### config.mk
export PLATFORM = sky130hd
export DESIGN_NAME = drp_adc_responder_flat
export DESIGN_NICKNAME = d
export VERILOG_FILES = /design/src/rtl/drp_adc_responder_pkg.sv /design/src/rtl/drp_adc_responder_if.sv /design/src/rtl/drp_adc_responder_regfile.sv /design/src/rtl/drp_adc_responder.sv /design/src/flat_wrapper.sv
export SDC_FILE = /design/constraint.sdc
export NUM_CORES = 1
export LEC_CHECK = 0
export ABC_AREA = 1
export CORE_MARGIN = 2
export CORE_UTILIZATION = 60
export DETAILED_ROUTE_END_ITERATION = 8
export PLACE_DENSITY = 0.82
export SLEW_MARGIN = 10
export SYNTH_ARGS = -nofsm -noshare
export SYNTH_HDL_FRONTEND = slang
export SYNTH_HIERARCHICAL = 1
export SYNTH_SLANG_ARGS = --single-unit
### constraint.sdc
create_clock -name dclk_in -period 3.61 [get_ports dclk_in]
set_clock_uncertainty 0.05 [all_clocks]
set_input_delay 0.722 -clock dclk_in [delete_from_list [all_inputs] [get_ports dclk_in]]
set_output_delay 0.722 -clock dclk_in [all_outputs]
set_load 0.01 [all_outputs]
### src/rtl/drp_adc_responder_pkg.sv
// Shared types and constants for the DRP ADC responder: register map, reset values, FSM encodings.
package drp_adc_responder_pkg;

  localparam int unsigned ADDR_W    = 7;
  localparam int unsigned DATA_W    = 16;
  localparam int unsigned CH_W      = 5;
  localparam int unsigned SAMPLE_W  = 12;
  localparam int unsigned NUM_RES   = 8;
  localparam int unsigned RES_IDX_W = 3;

  localparam logic [ADDR_W-1:0] ADDR_RES_BASE = 7'h00;
  localparam logic [ADDR_W-1:0] ADDR_CFG_CH   = 7'h40;
  localparam logic [ADDR_W-1:0] ADDR_CFG_CTRL = 7'h41;
  localparam logic [ADDR_W-1:0] ADDR_THRESH   = 7'h50;

  localparam logic [DATA_W-1:0] RES_RST      = 16'h0000;
  localparam logic [DATA_W-1:0] CFG_CTRL_RST = 16'h0001;
  localparam logic [DATA_W-1:0] THRESH_RST   = 16'hFFF0;

  typedef enum logic [1:0] {
    C_IDLE,
    C_CONV,
    C_DONE
  } conv_state_e;

  typedef enum logic {
    D_IDLE,
    D_WAIT
  } drp_state_e;

  // One captured DRP access
  typedef struct packed {
    logic [ADDR_W-1:0] addr;
    logic [DATA_W-1:0] data;
    logic              we;
  } drp_txn_t;

endpackage

### src/rtl/drp_adc_responder_if.sv
// DRP bus between an initiator (master) and the ADC responder (slave).
interface drp_adc_responder_if;
  import drp_adc_responder_pkg::*;

  logic [ADDR_W-1:0] daddr_in;
  logic              den_in;
  logic [DATA_W-1:0] di_in;
  logic              dwe_in;
  logic [DATA_W-1:0] do_out;
  logic              drdy_out;

  modport master (
    output daddr_in, den_in, di_in, dwe_in,
    input  do_out, drdy_out
  );

  modport slave (
    input  daddr_in, den_in, di_in, dwe_in,
    output do_out, drdy_out
  );

endinterface

### src/rtl/drp_adc_responder_regfile.sv
// Register storage for the ADC responder: results, config, write-first read mux.
// THRESH exists only when ADC_ALARM_EN is defined.
module drp_regfile
  import drp_adc_responder_pkg::*;
#(
  parameter logic [CH_W-1:0] RESET_CH = 5'd3
) (
  input  logic              dclk_in,
  input  logic              reset_in,
  input  logic              conv_we,
  input  logic [CH_W-1:0]   conv_ch,
  input  logic [DATA_W-1:0] conv_data,
  input  logic              drp_we,
  input  logic [ADDR_W-1:0] drp_addr,
  input  logic [DATA_W-1:0] drp_wdata,
  input  logic [ADDR_W-1:0] rd_addr,
  output logic [DATA_W-1:0] rd_data_c,
  output logic [CH_W-1:0]   cfg_ch,
  output logic              conv_en
`ifdef ADC_ALARM_EN
  ,
  output logic [DATA_W-1:0] thresh
`endif
);

  logic [DATA_W-1:0]    res_q [NUM_RES];
  logic [CH_W-1:0]      cfg_ch_q;
  logic                 conv_en_q;
  logic                 conv_wr_hit_c;
  logic [RES_IDX_W-1:0] conv_idx_c;
  logic [ADDR_W-1:0]    res_off_c;
  logic                 unused_wdata;
`ifdef ADC_ALARM_EN
  logic [DATA_W-1:0]    thresh_q;
  assign thresh = thresh_q;
`endif

  assign conv_wr_hit_c = conv_we && (conv_ch < CH_W'(NUM_RES));
  assign conv_idx_c    = conv_ch[RES_IDX_W-1:0];
  assign cfg_ch        = cfg_ch_q;
  assign conv_en       = conv_en_q;
  assign unused_wdata  = ^drp_wdata[DATA_W-1:CH_W];

  always_ff @(posedge dclk_in) begin
    if (reset_in) begin
      res_q     <= '{default: RES_RST};
      cfg_ch_q  <= RESET_CH;
      conv_en_q <= CFG_CTRL_RST[0];
`ifdef ADC_ALARM_EN
      thresh_q  <= THRESH_RST;
`endif
    end else begin
      if (conv_wr_hit_c) res_q[conv_idx_c] <= conv_data;
      if (drp_we) begin
        case (drp_addr)
          ADDR_CFG_CH:   cfg_ch_q  <= drp_wdata[CH_W-1:0];
          ADDR_CFG_CTRL: conv_en_q <= drp_wdata[0];
`ifdef ADC_ALARM_EN
          ADDR_THRESH:   thresh_q  <= drp_wdata;
`endif
          default: ;
        endcase
      end
    end
  end

  // A conversion result landing in the same cycle wins over the stored value
  always_comb begin
    rd_data_c = '0;
    res_off_c = rd_addr - ADDR_RES_BASE;
    if (res_off_c < ADDR_W'(NUM_RES)) begin
      if (conv_wr_hit_c && (conv_idx_c == res_off_c[RES_IDX_W-1:0])) rd_data_c = conv_data;
      else                                                             rd_data_c = res_q[res_off_c[RES_IDX_W-1:0]];
    end else begin
      case (rd_addr)
        ADDR_CFG_CH:   rd_data_c = DATA_W'(cfg_ch_q);
        ADDR_CFG_CTRL: rd_data_c = DATA_W'(conv_en_q);
`ifdef ADC_ALARM_EN
        ADDR_THRESH:   rd_data_c = thresh_q;
`endif
        default:       rd_data_c = '0;
      endcase
    end
  end

endmodule

### src/rtl/drp_adc_responder.sv
// XADC stand-in: continuous single-channel conversion loop plus a fixed-latency DRP responder.
// Define ADC_ALARM_EN to add the THRESH register and a live alarm_out.
module drp_adc_responder
  import drp_adc_responder_pkg::*;
#(
  parameter int unsigned     CONV_CYCLES = 26,
  parameter int unsigned     DRDY_LAT    = 2,
  parameter logic [CH_W-1:0] RESET_CH    = 5'd3
) (
  input  logic                dclk_in,
  input  logic                reset_in,
  drp_adc_responder_if.slave  drp,
  input  logic [SAMPLE_W-1:0] sample_in,
  output logic                busy_out,
  output logic [CH_W-1:0]     channel_out,
  output logic                eoc_out,
  output logic                eos_out,
  output logic                alarm_out
);

  localparam int unsigned CCNT_W    = $clog2(CONV_CYCLES);
  localparam int unsigned DCNT_W    = $clog2(DRDY_LAT + 1);
  localparam int unsigned CONV_LOAD = CONV_CYCLES - 1;
  localparam int unsigned DRP_LOAD  = (DRDY_LAT > 1) ? DRDY_LAT - 2 : 0;

  conv_state_e       conv_state_q, conv_state_d;
  logic [CCNT_W-1:0] ccnt_q, ccnt_d;
  logic              busy_d, eoc_d, eos_d;
  logic [CH_W-1:0]   channel_d;
  logic              conv_we_c;
  logic [DATA_W-1:0] conv_data_c;

  drp_state_e        dstate_q, dstate_d;
  logic [DCNT_W-1:0] dcnt_q, dcnt_d;
  drp_txn_t          txn_q, txn_d, fire_txn_c;
  logic              fire_c;
  logic              drdy_q, drdy_d;
  logic [DATA_W-1:0] do_q, do_d;

  logic [DATA_W-1:0] rd_data_c;
  logic [CH_W-1:0]   cfg_ch;
  logic              conv_en;
`ifdef ADC_ALARM_EN
  logic [DATA_W-1:0] thresh;
`endif

  assign conv_data_c  = {sample_in, (DATA_W - SAMPLE_W)'(0)};
  assign drp.drdy_out = drdy_q;
  assign drp.do_out   = do_q;

  drp_regfile #(.RESET_CH(RESET_CH)) u_regfile (
    .dclk_in   (dclk_in),
    .reset_in  (reset_in),
    .conv_we   (conv_we_c),
    .conv_ch   (channel_out),
    .conv_data (conv_data_c),
    .drp_we    (fire_c && fire_txn_c.we),
    .drp_addr  (fire_txn_c.addr),
    .drp_wdata (fire_txn_c.data),
    .rd_addr   (fire_txn_c.addr),
    .rd_data_c (rd_data_c),
    .cfg_ch    (cfg_ch),
    .conv_en   (conv_en)
`ifdef ADC_ALARM_EN
    ,
    .thresh    (thresh)
`endif
  );

  always_ff @(posedge dclk_in) begin
    if (reset_in) begin
      conv_state_q <= C_IDLE;
      ccnt_q       <= '0;
      busy_out     <= 1'b0;
      channel_out  <= RESET_CH;
      eoc_out      <= 1'b0;
      eos_out      <= 1'b0;
      dstate_q     <= D_IDLE;
      dcnt_q       <= '0;
      txn_q        <= '0;
      drdy_q       <= 1'b0;
      do_q         <= '0;
    end else begin
      conv_state_q <= conv_state_d;
      ccnt_q       <= ccnt_d;
      busy_out     <= busy_d;
      channel_out  <= channel_d;
      eoc_out      <= eoc_d;
      eos_out      <= eos_d;
      dstate_q     <= dstate_d;
      dcnt_q       <= dcnt_d;
      txn_q        <= txn_d;
      drdy_q       <= drdy_d;
      do_q         <= do_d;
    end
  end

  // Conversion loop; the result is stored on the edge that enters DONE so it is readable alongside eoc
  always_comb begin
    conv_state_d = conv_state_q;
    ccnt_d       = ccnt_q;
    busy_d       = busy_out;
    channel_d    = channel_out;
    eoc_d        = 1'b0;
    eos_d        = 1'b0;
    conv_we_c    = 1'b0;
    case (conv_state_q)
      C_IDLE: begin
        busy_d = 1'b0;
        if (conv_en) begin
          conv_state_d = C_CONV;
          channel_d    = cfg_ch;
          busy_d       = 1'b1;
          ccnt_d       = CCNT_W'(CONV_LOAD);
        end
      end
      C_CONV: begin
        if (ccnt_q == '0) begin
          conv_state_d = C_DONE;
          busy_d       = 1'b0;
          eoc_d        = 1'b1;
          eos_d        = 1'b1;
          conv_we_c    = 1'b1;
        end else begin
          ccnt_d = ccnt_q - CCNT_W'(1);
        end
      end
      C_DONE:  conv_state_d = C_IDLE;
      default: conv_state_d = C_IDLE;
    endcase
  end

  // DRP access: fire_c marks the edge that commits the write / samples read data and raises drdy
  always_comb begin
    dstate_d   = dstate_q;
    dcnt_d     = dcnt_q;
    txn_d      = txn_q;
    fire_c     = 1'b0;
    fire_txn_c = txn_q;
    case (dstate_q)
      D_IDLE: begin
        if (drp.den_in && !drdy_q) begin
          txn_d.addr = drp.daddr_in;
          txn_d.data = drp.di_in;
          txn_d.we   = drp.dwe_in;
          if (DRDY_LAT == 1) begin
            fire_c     = 1'b1;
            fire_txn_c = txn_d;
          end else begin
            dstate_d = D_WAIT;
            dcnt_d   = DCNT_W'(DRP_LOAD);
          end
        end
      end
      D_WAIT: begin
        if (dcnt_q == '0) begin
          fire_c   = 1'b1;
          dstate_d = D_IDLE;
        end else begin
          dcnt_d = dcnt_q - DCNT_W'(1);
        end
      end
      default: dstate_d = D_IDLE;
    endcase
    drdy_d = fire_c;
    do_d   = (fire_c && !fire_txn_c.we) ? rd_data_c : '0;
  end

`ifdef ADC_ALARM_EN
  always_ff @(posedge dclk_in) begin
    if (reset_in)       alarm_out <= 1'b0;
    else if (conv_we_c) alarm_out <= (conv_data_c > thresh);
  end
`else
  assign alarm_out = 1'b0;
`endif

endmodule

### src/flat_wrapper.sv
// flat-port wrapper written by rule: the top's interface ports become plain ports
module drp_adc_responder_flat import drp_adc_responder_pkg::*;
#(
  parameter int unsigned     CONV_CYCLES = 26,
  parameter int unsigned     DRDY_LAT    = 2,
  parameter logic [CH_W-1:0] RESET_CH    = 5'd3
)
  (dclk_in, reset_in, sample_in, busy_out, channel_out, eoc_out, eos_out, alarm_out, drp_daddr_in, drp_den_in, drp_di_in, drp_dwe_in, drp_do_out, drp_drdy_out);
  drp_adc_responder_if drp_i ();
  input  logic dclk_in;
  input  logic reset_in;
  input  logic [SAMPLE_W-1:0] sample_in;
  output logic busy_out;
  output logic [CH_W-1:0] channel_out;
  output logic eoc_out;
  output logic eos_out;
  output logic alarm_out;
  input wire logic [$bits(drp_i.daddr_in)-1:0] drp_daddr_in;
  input wire logic [$bits(drp_i.den_in)-1:0] drp_den_in;
  input wire logic [$bits(drp_i.di_in)-1:0] drp_di_in;
  input wire logic [$bits(drp_i.dwe_in)-1:0] drp_dwe_in;
  output wire logic [$bits(drp_i.do_out)-1:0] drp_do_out;
  output wire logic [$bits(drp_i.drdy_out)-1:0] drp_drdy_out;
  assign drp_i.daddr_in = drp_daddr_in;
  assign drp_i.den_in = drp_den_in;
  assign drp_i.di_in = drp_di_in;
  assign drp_i.dwe_in = drp_dwe_in;
  assign drp_do_out = drp_i.do_out;
  assign drp_drdy_out = drp_i.drdy_out;
  drp_adc_responder #(.CONV_CYCLES(CONV_CYCLES), .DRDY_LAT(DRDY_LAT), .RESET_CH(RESET_CH)) u_core (.dclk_in(dclk_in), .reset_in(reset_in), .drp(drp_i), .sample_in(sample_in), .busy_out(busy_out), .channel_out(channel_out), .eoc_out(eoc_out), .eos_out(eos_out), .alarm_out(alarm_out));
endmodule
Yosys cells after proc, flatten, opt, wreduce, memory -nomap -nowiden. Index checks and enable logic that the tools add are counted.

Magnitude comparators: 5. Bitwise logic cells: 4. Add/subtract/negate cells: 2. Reduce and logical (&&, ||, !) cells: 21. Muxes and demuxes: 28. Eq/ne operators: 9.

Operators with widths (number): bitwise mux 128 bit (1); two-way mux 16 bit (5); binary-select mux 16 bit (select 3 bit) (1); demux 16 bit (select 3 bit) (1); case mux 5 bit (2 select lines) (2); equality test 7 bit, second input constant (2); AND reduction 2 bit (7); two-way mux 5 bit (2); greater-or-equal comparator 4 bit, second input constant (2); two-way mux 1 bit (8); two-way mux 2 bit (4); NOT 3 -> 4 bit (2); case mux 2 bit (2 select lines) (2); less-than comparator 7 x 4 -> 1 bit, second input constant (1); logical AND 1 bit (6); != test 2 bit, second input constant (3); zero test 5 bit (1); less-than comparator 5 x 4 -> 1 bit, second input constant (1); subtractor 5 x 1 -> 5 bit, second input constant (1); zero test 2 bit (2); less-than comparator 4 x 1 -> 1 bit, second input constant (1); != test 2 x 1 -> 1 bit, second input constant (2); case mux 1 bit (2 select lines) (2); equality test 3 bit (1); other kinds (7) (9).

Register bits after elaboration: 181. Logic and storage cells: 91. Output and inout bits: 26.

Depth between registers and ports, before layout.
Word-level depth: 7. Depth in mapped cells: 13. Gate-level depth less buffers: 13.

Cells and area by module. The synthesis kept the hierarchy.

Modules (own cells, without submodules): drp_regfile (cells an instance 961, times used 1, area an instance 6242.2 um^2); drp_adc_responder (cells an instance 260, times used 1, area an instance 2177.1 um^2).

Worst setup path after synthesis. Ideal clock, no wire load.

Path kind: reg2reg. From: reg u_core.ccnt_q[0]. To: reg u_core.do_q[6] (netlist: u_core/drp.do_out[6]). Stages on the path, launching flop included: 13. Arrival time: 1.714 ns. Period minus slack after synthesis: 1.876 ns. Setup time: 0.112 ns. Path slack: 1.734 ns. Path buffers: 1. Required time: 3.448 ns. Cell sequence: dfxtp_1 inv_1 ha_1 nand4_1 inv_1 nand2_1 nor2_2 nand2_4 buf_6 o21ai_0 nor2_1 inv_1 nor2_2.

Longest elaborated chain between the ends: 7.

RTL lines: from (decl) (RTL line drp_adc_responder.sv:27) `logic [CCNT_W-1:0] ccnt_q, ccnt_d;`; from (signal assigned) (RTL line drp_adc_responder.sv:85) `ccnt_q <= ccnt_d;`; zero test 5 bit (RTL line drp_adc_responder.sv:118) `if (ccnt_q == '0) begin`; two-way mux 1 bit (RTL line drp_adc_responder.sv:118); two-way mux 1 bit (RTL line drp_adc_responder.sv:107) `case (conv_state_q)`; via u_core.conv_we_c (RTL line drp_adc_responder.sv:30) `logic conv_we_c;`; logical AND 1 bit (RTL line drp_adc_responder_regfile.sv:38) `assign conv_wr_hit_c = conv_we && (conv_ch < CH_W'(NUM_RES));`; logical AND 1 bit (RTL line drp_adc_responder_regfile.sv:72) `if (conv_wr_hit_c && (conv_idx_c == res_off_c[RES_IDX_W-1:0])) rd_data_c = conv_data;`; two-way mux 16 bit (RTL line drp_adc_responder_regfile.sv:72); two-way mux 16 bit (RTL line drp_adc_responder_regfile.sv:71) `if (res_off_c < ADDR_W'(NUM_RES)) begin`; via u_core.rd_data_c[6] (RTL line drp_adc_responder.sv:40) `logic [DATA_W-1:0] rd_data_c;`; to (signal assigned) (RTL line drp_adc_responder.sv:94) `do_q <= do_d;`; to (decl) (RTL line drp_adc_responder.sv:38) `logic [DATA_W-1:0] do_q, do_d;`.

The timed path passes the listed nets, and every way through them passes these cells. A chain may end at the register's enable or synchronous reset.

Worst setup path after layout.
From: reg u_core.ccnt_q[0]. To: reg u_core/u_regfile/res_q[31] (netlist bit).

Longest elaborated chain between the ends: 4.

RTL lines: zero test 5 bit (RTL line drp_adc_responder.sv:118); two-way mux 1 bit (RTL line drp_adc_responder.sv:118); two-way mux 1 bit (RTL line drp_adc_responder.sv:107); via u_core.conv_we_c (RTL line drp_adc_responder.sv:30); logical AND 1 bit (RTL line drp_adc_responder_regfile.sv:38); to (signal, indexed assignment) (RTL line drp_adc_responder_regfile.sv:53) `if (conv_wr_hit_c) res_q[conv_idx_c] <= conv_data;`; to (decl) (RTL line drp_adc_responder_regfile.sv:26) `logic [DATA_W-1:0] res_q [NUM_RES];`.

The timed path passes the listed nets, and every way through them passes these cells.

==> impl_metrics.toml <==
[final_layout]
antenna_cells = 0
mostFrequentLayoutCells = "223 x nand2_1, 189 x nor2_1, 180 x dfxtp_1, 153 x o21ai_0, 121 x inv_1"
nets = 1260
final_common_cell = "nand2_1"
layout-drive-gt1-share_pct = 6.17
finalInstanceArea_mm2 = 0.00924
final_core_util_pct = 70.1
area_delta_synth_final_pct = 14.9

[power_and_ir_drop]
ir_worst_vdd_mv = 0.409
p_seq_share_pct = 46.1
intPower_mw = 3.38
p_total_mw = 4.64
p_leak_nw = 3.75
switching_share_pct = 27.0
p_per_area_mw_per_mm2 = 502
p_comb_share_pct = 14.3
p_sw_mw = 1.25
clkPwrFrac_pct = 39.6

[floorplanning]
die_height_um = 120
ios = 65
fp.dieArea_mm2 = 0.0143
coreArea_mm2 = 0.0132
rows = 42
die_width_um = 120
initial_core_util_pct = 61.0

[place]
dpl_cell_area_mm2 = 0.00865
globalplace.congestion = 0.809
place_ws_ns = 0.907
dp_hpwl_um = 12300
io_buffers = 52

[clock_tree]
cts-buffers-inserted = 17
clkSinkCount = 181
clockBufferDepth = 2
clock-root-buffer = "clkbuf_16"
post_cts_buffers = 0
tritoncts = "done"
cts.clk_slew.worst_paths_ns = 0.06
cts_max_level = 4
ctsHoldBuffers = 0
cts_resized = 0
insertion_delay_ns = 0.44

[synth]
synth_warnings = 6
syn_area_mm2 = 0.00804
syn_avg_cell_area_um2 = 6.84
synthCells = 1176

[worst_setup_path]
crit_path_max_fanout = 23
crit_path_start_kind = "register"
end_kind = "register"
cp.required_ns = 3.88
arrival_ns = 2.99
worstSetupPathType = "register to register"

[global_route]
antenna_found_initial = 0
grtUsageTotal_pct = 28.9
grt_start_max_net_pins = 132
grt_pass1_wl_um = 32900
grt_pass1_vias = 6970
grt_overflow = 0

[timing]
finalHoldViolCount = 0
worst_slack_ns = 0.888
fin_crit_ns = 2.72
worst_slew_pin_slew_ns = 0.858
fin_tns_setup_ns = 0
slew_headroom_pct = 42.7
setup_viol = 0
slew_viol_final = 0
fmax_ghz = 0.367
rsz0062_at_grt = "false"
finalCritPeriodShare_pct = 75.4

[worst_hold_path]
hold_path.class = "register to register"

[drt]
drt-total-wl_um = 20000
drt-initial-drc-count = 737
routedWlPerCell_um = 14.2
drc = 0
via_per_inst = 5.30
drt_pass1_iterations = 5
dr_total_vias = 7453
ant_nets = 0

[run_status]
outcome = "complete, no violations"

[run]
maxCapViolCount = 0
## worst max-delay path: stages, from the launching register on
cell and delay [ns]:
dfxtp_1 0.30, inv_1 0.08, ha_1 0.27, nand4_1 0.19
inv_1 0.06, nand2_1 0.13, inv_1 0.14, nand2_1 0.58
clkinv_1 0.53, nor2_1 0.19, nor2_1 0.07
## registers in the layout (all words and copies together) (netlist names)
register	cells
u_core/u_regfile/cfg_ch	5
u_core/dcnt_q	2
u_core/ccnt_q	5
u_core/u_regfile/res_q	128
u_core/drp.do_out	16
u_core/conv_state_q	2
u_core/busy_out	1
u_core/eos_out	1
u_core/drp.drdy_out	1
u_core/channel_out	5
u_core/fire_txn_c	13
u_core/dstate_q	1
u_core/u_regfile/conv_en	1
## metrics by stage
| stage | cells | hold WS [ns] |
|---|---|---|
| after global placement | 1376 | 0.367 |
| after CTS | 1407 | 0.387 |
| after floorplan | 1204 | 0.357 |
| after global routing | 1407 | 0.406 |
| after detailed placement | 1376 | 0.379 |
| final | 1407 | 0.385 |
## layout make-up
cell class	count	area, um2
inverters	131	494
well taps	176	220
multi-input cells	824	3690
fillers	1115	3950
clock inverters	8	98.8
flip-flops and latches	181	3620
repair buffers	64	623
clock buffers	23	488
## worst paths after layout
path,startpoint,endpoint,slack (ns),cells past startpoint
setup reg to reg,u_core/ccnt_q[0],u_core/u_regfile/res_q[31],0.89,10
hold reg to reg,u_core/dcnt_q[0],u_core/dcnt_q[0],0.39,1
hold / removal,u_core/dcnt_q[0],u_core/dcnt_q[0],0.39,1
setup / recovery,u_core/ccnt_q[0],u_core/u_regfile/res_q[31],0.89,10
## per-layer routing
layer  part of all wire (%)  GRT usage [%]
met4                    3.8           16.0
met3                    6.2           5.28
met1                     42           34.6
met2                     48           49.0
met5                      0              0
## power groups by stage
stage / Sequential (mW) / Clock [mW] / Combinational [mW]
global placement: 2.18 / 0 / 0.633
CTS: 2.13 / 1.86 / 0.656
finish: 2.14 / 1.84 / 0.664
detailed placement: 2.18 / 0 / 0.648
floorplan: 2.16 / 0 / 0.475
global route: 2.14 / 1.95 / 0.744
No activity file was read; power rests on OpenSTA's default activity.
